## src/rtl/outport_uart_pkg.sv

```systemverilog
// outport_uart_pkg: shared types and helpers for the outport UART tracer.
//   uart_state_t  - transmitter FSM states (PARITY used only when
//                   OUTPORT_PARITY_EN is defined)
//   baud_width()  - bit width needed for a 0..cpb-1 baud counter
package outport_uart_pkg;

    typedef enum logic [2:0] {
        IDLE,
        START,
        DATA,
        PARITY,
        STOP
    } uart_state_t;

    // A counter spanning 0..cpb-1 needs at least one bit even for cpb=2.
    function automatic int baud_width(input int cpb);
        return (cpb <= 2) ? 1 : $clog2(cpb);
    endfunction

endpackage

```

## src/rtl/outport_uart_if.sv

```systemverilog
// outport_uart_if: bundle between the CPU-side monitor and the UART tracer.
//   outport    - value under observation (CPU outport)
//   tx         - UART serial line, idle high
//   busy       - frame in flight or FIFO non-empty
//   overflow   - sticky capture-dropped flag
//   fifo_count - current FIFO occupancy
// Modports: slave = the tracer, master = whoever drives outport.
interface outport_uart_if #(
    parameter int n     = 8,
    parameter int DEPTH = 4
);
    logic [n-1:0]                 outport;
    logic                         tx;
    logic                         busy;
    logic                         overflow;
    logic [$clog2(DEPTH+1)-1:0]   fifo_count;

    modport slave  (input outport, output tx, busy, overflow, fifo_count);
    modport master (output outport, input tx, busy, overflow, fifo_count);
endinterface

```

## src/rtl/outport_uart_sync_fifo.sv

```systemverilog
// sync_fifo: single-clock FIFO with an explicit occupancy counter.
//   clk, reset (async, active low)
//   push/wdata - write request; accepted when not full, or when full and a
//                pop happens in the same cycle
//   pop/rdata  - rdata is the head (show-ahead); pop ignored when empty
//   count/full/empty - occupancy status
module sync_fifo #(
    parameter int n     = 8,
    parameter int DEPTH = 4
) (
    input  logic                       clk,
    input  logic                       reset,
    input  logic                       push,
    input  logic                       pop,
    input  logic [n-1:0]               wdata,
    output logic [n-1:0]               rdata,
    output logic [$clog2(DEPTH+1)-1:0] count,
    output logic                       full,
    output logic                       empty
);
    localparam int AW = $clog2(DEPTH);
    localparam int CW = $clog2(DEPTH+1);

    logic [n-1:0]  mem_q [DEPTH];
    logic [AW-1:0] wr_q, rd_q;
    logic [CW-1:0] cnt_q;
    logic          do_pop, do_push;

    assign full    = (cnt_q == CW'(DEPTH));
    assign empty   = (cnt_q == '0);
    assign do_pop  = pop & ~empty;
    // A full FIFO still accepts a write if the head leaves in the same cycle.
    assign do_push = push & (~full | do_pop);
    assign rdata   = mem_q[rd_q];
    assign count   = cnt_q;

    always_ff @(posedge clk) begin
        if (do_push) mem_q[wr_q] <= wdata;
    end

    // Pointers are exactly log2(DEPTH) bits, so they wrap on their own.
    always_ff @(posedge clk or negedge reset) begin
        if (!reset) begin
            wr_q  <= '0;
            rd_q  <= '0;
            cnt_q <= '0;
        end else begin
            if (do_push) wr_q <= wr_q + AW'(1);
            if (do_pop)  rd_q <= rd_q + AW'(1);
            cnt_q <= cnt_q + CW'(do_push) - CW'(do_pop);
        end
    end
endmodule

```

## src/rtl/outport_uart.sv

```systemverilog
// outport_uart: captures every new CPU outport value into a FIFO and sends
// each one on a UART line (LSB first, 1 start, 1 stop).
//   clk, reset (async, active low)
//   bus.outport in; bus.tx / busy / overflow / fifo_count out
// Optional: define OUTPORT_PARITY_EN to add an even-parity bit after data.
module outport_uart
    import outport_uart_pkg::*;
#(
    parameter int n            = 8,
    parameter int CLKS_PER_BIT = 434,
    parameter int DEPTH        = 4
) (
    input  logic           clk,
    input  logic           reset,
    outport_uart_if.slave  bus
);
    localparam int BW = baud_width(CLKS_PER_BIT);
    localparam int IW = $clog2(n);
    localparam int CW = $clog2(DEPTH+1);
    localparam logic [BW-1:0] BAUD_MAX = BW'(CLKS_PER_BIT-1);
    localparam logic [IW-1:0] LAST_BIT = IW'(n-1);

    uart_state_t   state_q;
    logic [BW-1:0] baud_q;
    logic [IW-1:0] bit_q;
    logic [n-1:0]  shift_q, prev_q, rdata;
    logic          first_q, tx_q, busy_q, ovf_q;
    logic [CW-1:0] count, cnt_next;
    logic          cap, pop, push_acc, full, empty, next_idle;
`ifdef OUTPORT_PARITY_EN
    logic          par_q;
`endif

    // The first cycle after reset always captures, then only on change.
    assign cap      = first_q | (bus.outport != prev_q);
    assign pop      = (state_q == IDLE) & ~empty;
    assign push_acc = cap & (~full | pop);
    assign cnt_next = count + CW'(push_acc) - CW'(pop);
    assign next_idle = ((state_q == IDLE) & empty) |
                       ((state_q == STOP) & (baud_q == BAUD_MAX));

    sync_fifo #(.n(n), .DEPTH(DEPTH)) u_fifo (
        .clk   (clk),
        .reset (reset),
        .push  (cap),
        .pop   (pop),
        .wdata (bus.outport),
        .rdata (rdata),
        .count (count),
        .full  (full),
        .empty (empty)
    );

    always_ff @(posedge clk or negedge reset) begin
        if (!reset) begin
            prev_q  <= '0;
            first_q <= 1'b1;
            ovf_q   <= 1'b0;
        end else begin
            prev_q  <= bus.outport;
            first_q <= 1'b0;
            if (cap & full & ~pop) ovf_q <= 1'b1;
        end
    end

    // tx is updated together with the state so it is a clean register.
    always_ff @(posedge clk or negedge reset) begin
        if (!reset) begin
            state_q <= IDLE;
            baud_q  <= '0;
            bit_q   <= '0;
            shift_q <= '0;
            tx_q    <= 1'b1;
            busy_q  <= 1'b0;
`ifdef OUTPORT_PARITY_EN
            par_q   <= 1'b0;
`endif
        end else begin
            busy_q <= ~next_idle | (cnt_next != '0);
            case (state_q)
                IDLE: begin
                    tx_q <= 1'b1;
                    if (!empty) begin
                        state_q <= START;
                        baud_q  <= '0;
                        shift_q <= rdata;
                        tx_q    <= 1'b0;
`ifdef OUTPORT_PARITY_EN
                        par_q   <= ^rdata;
`endif
                    end
                end
                START: begin
                    if (baud_q == BAUD_MAX) begin
                        baud_q  <= '0;
                        bit_q   <= '0;
                        state_q <= DATA;
                        tx_q    <= shift_q[0];
                    end else begin
                        baud_q <= baud_q + BW'(1);
                    end
                end
                DATA: begin
                    if (baud_q == BAUD_MAX) begin
                        baud_q <= '0;
                        if (bit_q == LAST_BIT) begin
`ifdef OUTPORT_PARITY_EN
                            state_q <= PARITY;
                            tx_q    <= par_q;
`else
                            state_q <= STOP;
                            tx_q    <= 1'b1;
`endif
                        end else begin
                            bit_q   <= bit_q + IW'(1);
                            shift_q <= shift_q >> 1;
                            tx_q    <= shift_q[1];
                        end
                    end else begin
                        baud_q <= baud_q + BW'(1);
                    end
                end
`ifdef OUTPORT_PARITY_EN
                PARITY: begin
                    if (baud_q == BAUD_MAX) begin
                        baud_q  <= '0;
                        state_q <= STOP;
                        tx_q    <= 1'b1;
                    end else begin
                        baud_q <= baud_q + BW'(1);
                    end
                end
`endif
                STOP: begin
                    if (baud_q == BAUD_MAX) begin
                        baud_q  <= '0;
                        state_q <= IDLE;
                        tx_q    <= 1'b1;
                    end else begin
                        baud_q <= baud_q + BW'(1);
                    end
                end
                default: begin
                    state_q <= IDLE;
                    tx_q    <= 1'b1;
                end
            endcase
        end
    end

    assign bus.tx         = tx_q;
    assign bus.busy       = busy_q;
    assign bus.overflow   = ovf_q;
    assign bus.fifo_count = count;
endmodule

```

## src/flat_wrapper.sv

```systemverilog
// flat-port wrapper written by rule: the top's interface ports become plain ports
module outport_uart_flat import outport_uart_pkg::*;
#(
    parameter int n            = 8,
    parameter int CLKS_PER_BIT = 434,
    parameter int DEPTH        = 4
)
  (clk, reset, bus_outport, bus_tx, bus_busy, bus_overflow, bus_fifo_count);
  outport_uart_if #(.n(n), .DEPTH(DEPTH)) bus_i ();
  input  logic clk;
  input  logic reset;
  input wire logic [$bits(bus_i.outport)-1:0] bus_outport;
  output wire logic [$bits(bus_i.tx)-1:0] bus_tx;
  output wire logic [$bits(bus_i.busy)-1:0] bus_busy;
  output wire logic [$bits(bus_i.overflow)-1:0] bus_overflow;
  output wire logic [$bits(bus_i.fifo_count)-1:0] bus_fifo_count;
  assign bus_i.outport = bus_outport;
  assign bus_tx = bus_i.tx;
  assign bus_busy = bus_i.busy;
  assign bus_overflow = bus_i.overflow;
  assign bus_fifo_count = bus_i.fifo_count;
  outport_uart #(.n(n), .CLKS_PER_BIT(CLKS_PER_BIT), .DEPTH(DEPTH)) u_core (.clk(clk), .reset(reset), .bus(bus_i));
endmodule
```

## config.mk

```make
export PLATFORM = sky130hd
export DESIGN_NAME = outport_uart_flat
export DESIGN_NICKNAME = d
export VERILOG_FILES = /design/src/rtl/outport_uart_pkg.sv /design/src/rtl/outport_uart_if.sv /design/src/rtl/outport_uart_sync_fifo.sv /design/src/rtl/outport_uart.sv /design/src/flat_wrapper.sv
export SDC_FILE = /design/constraint.sdc
export NUM_CORES = 1
export LEC_CHECK = 0
export ABC_AREA = 1
export CORE_MARGIN = 8
export CORE_UTILIZATION = 56
export CTS_BUF_LIST = sky130_fd_sc_hd__clkbuf_4 sky130_fd_sc_hd__clkbuf_8
export DETAILED_ROUTE_END_ITERATION = 16
export MAX_ROUTING_LAYER = met4
export PLACE_DENSITY_LB_ADDON = 0.1
export SYNTH_ARGS = -nofsm -noshare
export SYNTH_HDL_FRONTEND = slang
export SYNTH_SLANG_ARGS = --single-unit
```

## constraint.sdc

```tcl
create_clock -name clk -period 2.4 [get_ports clk]
set_input_delay 0.48 -clock clk [delete_from_list [all_inputs] [get_ports clk]]
set_output_delay 0.48 -clock clk [all_outputs]
set_load 0.1 [all_outputs]
```

==> results by group <==
Run status
  – Status: completed

Synthesis
  – Sequential fraction of the synthesis area: 55.8%
  – Unique cell type count in the Yosys netlist: 35
  – FF+latch count, synth: 74
  – Yosys Warn Count: 0
  – Cell Area, Synth: 0.00361 mm^2
  – Synthesized instance count: 376
  – Syn Nets: 399
  – Synthesized area per cell: 9.60 um^2

Drt
  – Post-route ant nets: 0
  – Vias per cell: 5.01
  – TritonRoute pass-1 iters: 4
  – Vias: 2491
  – Final wirelength: 6380 um
  – Initial DRC count: 111
  – # DRC: 0
  – Drt wl/cell: 12.8 um

Worst setup path
  – Flop2flop setup slack: 0.12 ns
  – Slowest-stage cell, CP: clkdlybuf4s50_1
  – Worst Path Arrival: 2.49 ns
  – CP Launch Type: primary input
  – Critical Path Max Stage Delay: 0.50 ns
  – CP Capture Type: register
  – Crit path top cell by count: nor2_1
  – Crit-path leading delay family: adder cells
  – Crit path kind: in2reg
  – Critical Path RT: 2.61 ns
  – Worst path cell trace: clkdlybuf4s50_1 -> xor2_1 -> nor2_1 -> nand3_2 -> nand2_4 -> ha_4 -> inv_2 -> ha_1 -> fa_1 -> nor2_1 -> nand4_1
  – WP buf/inv: 2
  – Worst Path Max Fanout: 2

STA
  – Slew @ Worst Pin: 0.781 ns
  – RSZ-0062 raised after global routing: no
  – Rel. slew slack: 47.7%
  – Fin. Hold Viols: 0
  – Final Cycle Share: 95.2%
  – Max Fclk: 438 MHz
  – Final Skew: 0.0104 ns
  – Hold_ws: 0.0454 ns
  – Final number of setup-violating endpoints: 0
  – Post-layout minimum cycle time: 2.28 ns
  – Final max-slew violation count: 0

Placement
  – IO buf count: 15
  – HPWL Detailed: 4610 um
  – Gpl congestion: 0.769
  – DP Cell Count: 479

Job
  – Max Cap Viol: 0

Floorplanning
  – Boundary Pins: 16
  – CORE AREA: 0.00628 mm^2
  – DIE WIDTH: 96.3 um
  – Starting Density: 57.5%
  – Die span in y: 96.3 um
  – Rows: 29
  – Die area: 0.00927 mm^2

Power
  – PD cells: 833 mW/mm^2
  – Worst IR Drop VDD: 0.000712 V
  – Static leakage: 0.00198 uW
  – Tot Pwr: 3470 uW

Finish
  – Final nets: 438
  – Area grow syn2layout: 15.3%
  – Commonest non-fill, non-tap cell in the layout: nand2_1
  – Final Util: 66.3%
  – Most frequent cells in the layout: nand2_1, inv_1, dfrtp_1
  – Fill cell count: 511
  – Share of layout cells above drive strength 1: 23.3%
  – Finished Layout Cells: 497
  – Antenna diode count: 0

Clock tree
  – CTS Sinks: 74
  – Clock latency on the worst-skew pair: 0.34 ns
  – CTS tree: done
  – Clock tree buffer depth: 2
  – Reg clk slew, reported paths: 0.08 ns
  – Num CTS Buffers: 9
  – Htree depth: 3
  – Clock root cell: clkbuf_8

GRT
  – Largest net degree at the start of global routing: 19
  – Antenna violations before repair: 0
  – GRT overflow: 0
  – First-pass GRT wire length: 11000 um
  – Vias in the first global route: 2402
  – Gr usage total: 16.2%

Min path
  – Min-Delay Path Class: in2async
==> metal layers <==
layer  wire, um  track usage (%)  up-vias
li1           -                -     1293
met1       2950             19.8     1139
met2       3100             24.9       48
met3        231             4.06       11
met4        106             7.17        0
met5          0                -        -
==> layout make-up <==
class | instances | area, um^2 | area share [%]
Sequential cell | 74 | 2020 | 48.6
Multi-Input combinational cell | 240 | 1380 | 33.1
Timing Repair Buffer | 34 | 279 | 6.70
Inverter | 56 | 220 | 5.29
Clock buffer | 10 | 131 | 3.16
Tap cell | 77 | 96.3 | 2.31
Clock inverter | 6 | 35.0 | 0.842
==> per-stage QoR <==
stage	area (um^2)	setup WS [ns]	setup TNS, ns
floorplan	3640	0.00446	0
global placement	3950	-0.417	-7.66
detailed placement	3950	-0.500	-8.33
CTS	4120	0.0209	0
global route	4160	0.0209	0
finish	4160	0.116	0
==> kinds of logic (layout without fill, tap and decap cells) <==
group	Yosys count	count (layout)	share of synthesized area (%)
flip-flops	74	74	55.8
other	1	1	0.104
AND/OR/NAND/NOR	188	188	24.0
buffers and inverters	62	106	7.28
adder cells (fa/ha/maj)	13	13	4.92
XOR/XNOR	5	5	1.21
AO/OA/AOI/OAI	33	33	6.69
==> synth_stat cells (all sizes together) <==
cell type,n,area (um^2)
nand4,8,50.1
dfstp,2,52.6
edfxtp,32,961
xor2,4,35.0
conb,1,3.75
nor3,2,10.0
ha,11,138
fa,2,40.0
nor2,26,113
nand2,111,454
a21oi,3,15.0
xnor2,1,8.76
buf,6,47.6
o22ai,2,18.8
nand3,38,218
dfrtp,40,1000
nand3b,2,15.0
o21ai,28,208
clkinv,2,12.5
or2,1,6.26
inv,54,203
==> report_power, final <==
| group | switching [uW] | internal [uW] | total (uW) |
|---|---|---|---|
| combinational | 640 | 266 | 906 |
| sequential | 106 | 1630 | 1730 |
| clock | 452 | 379 | 832 |
==> state kept, by name, summed over array words and instances, names as in the netlist <==
signal / flops
u_core.u_fifo.wr_q: 2
u_core.u_fifo.mem_q: 32
u_core.u_fifo.count: 3
u_core.bus.overflow: 1
u_core.bit_q: 3
u_core.first_q: 1
u_core.prev_q: 8
u_core.state_q: 3
u_core.baud_q: 9
u_core.bus.tx: 1
u_core.bus.busy: 1
u_core.u_fifo.rd_q: 2
u_core.shift_q: 8
==> final timing paths <==
check | end | start | depth (start not counted)
setup / recovery | u_core.bus.busy | bus_outport[2] | 11
hold / removal | u_core.shift_q[2] | reset | 1
setup reg to reg | u_core.bus.busy | u_core.u_fifo.count[1] | 9
hold reg to reg | u_core.bus.overflow | u_core.bus.overflow | 2
max in group asynchronous | u_core.first_q | reset | 2
min in group clk | u_core.prev_q[6] | bus_outport[6] | 1
==> repair_timing <==
item	in CTS	in global routing
pin swaps	4	5
setup buffers	0	2
endpoints found under the setup margin	3	2
resized for setup	6	10
hold buffers	0	0
(Power assumes the default switching activity.)
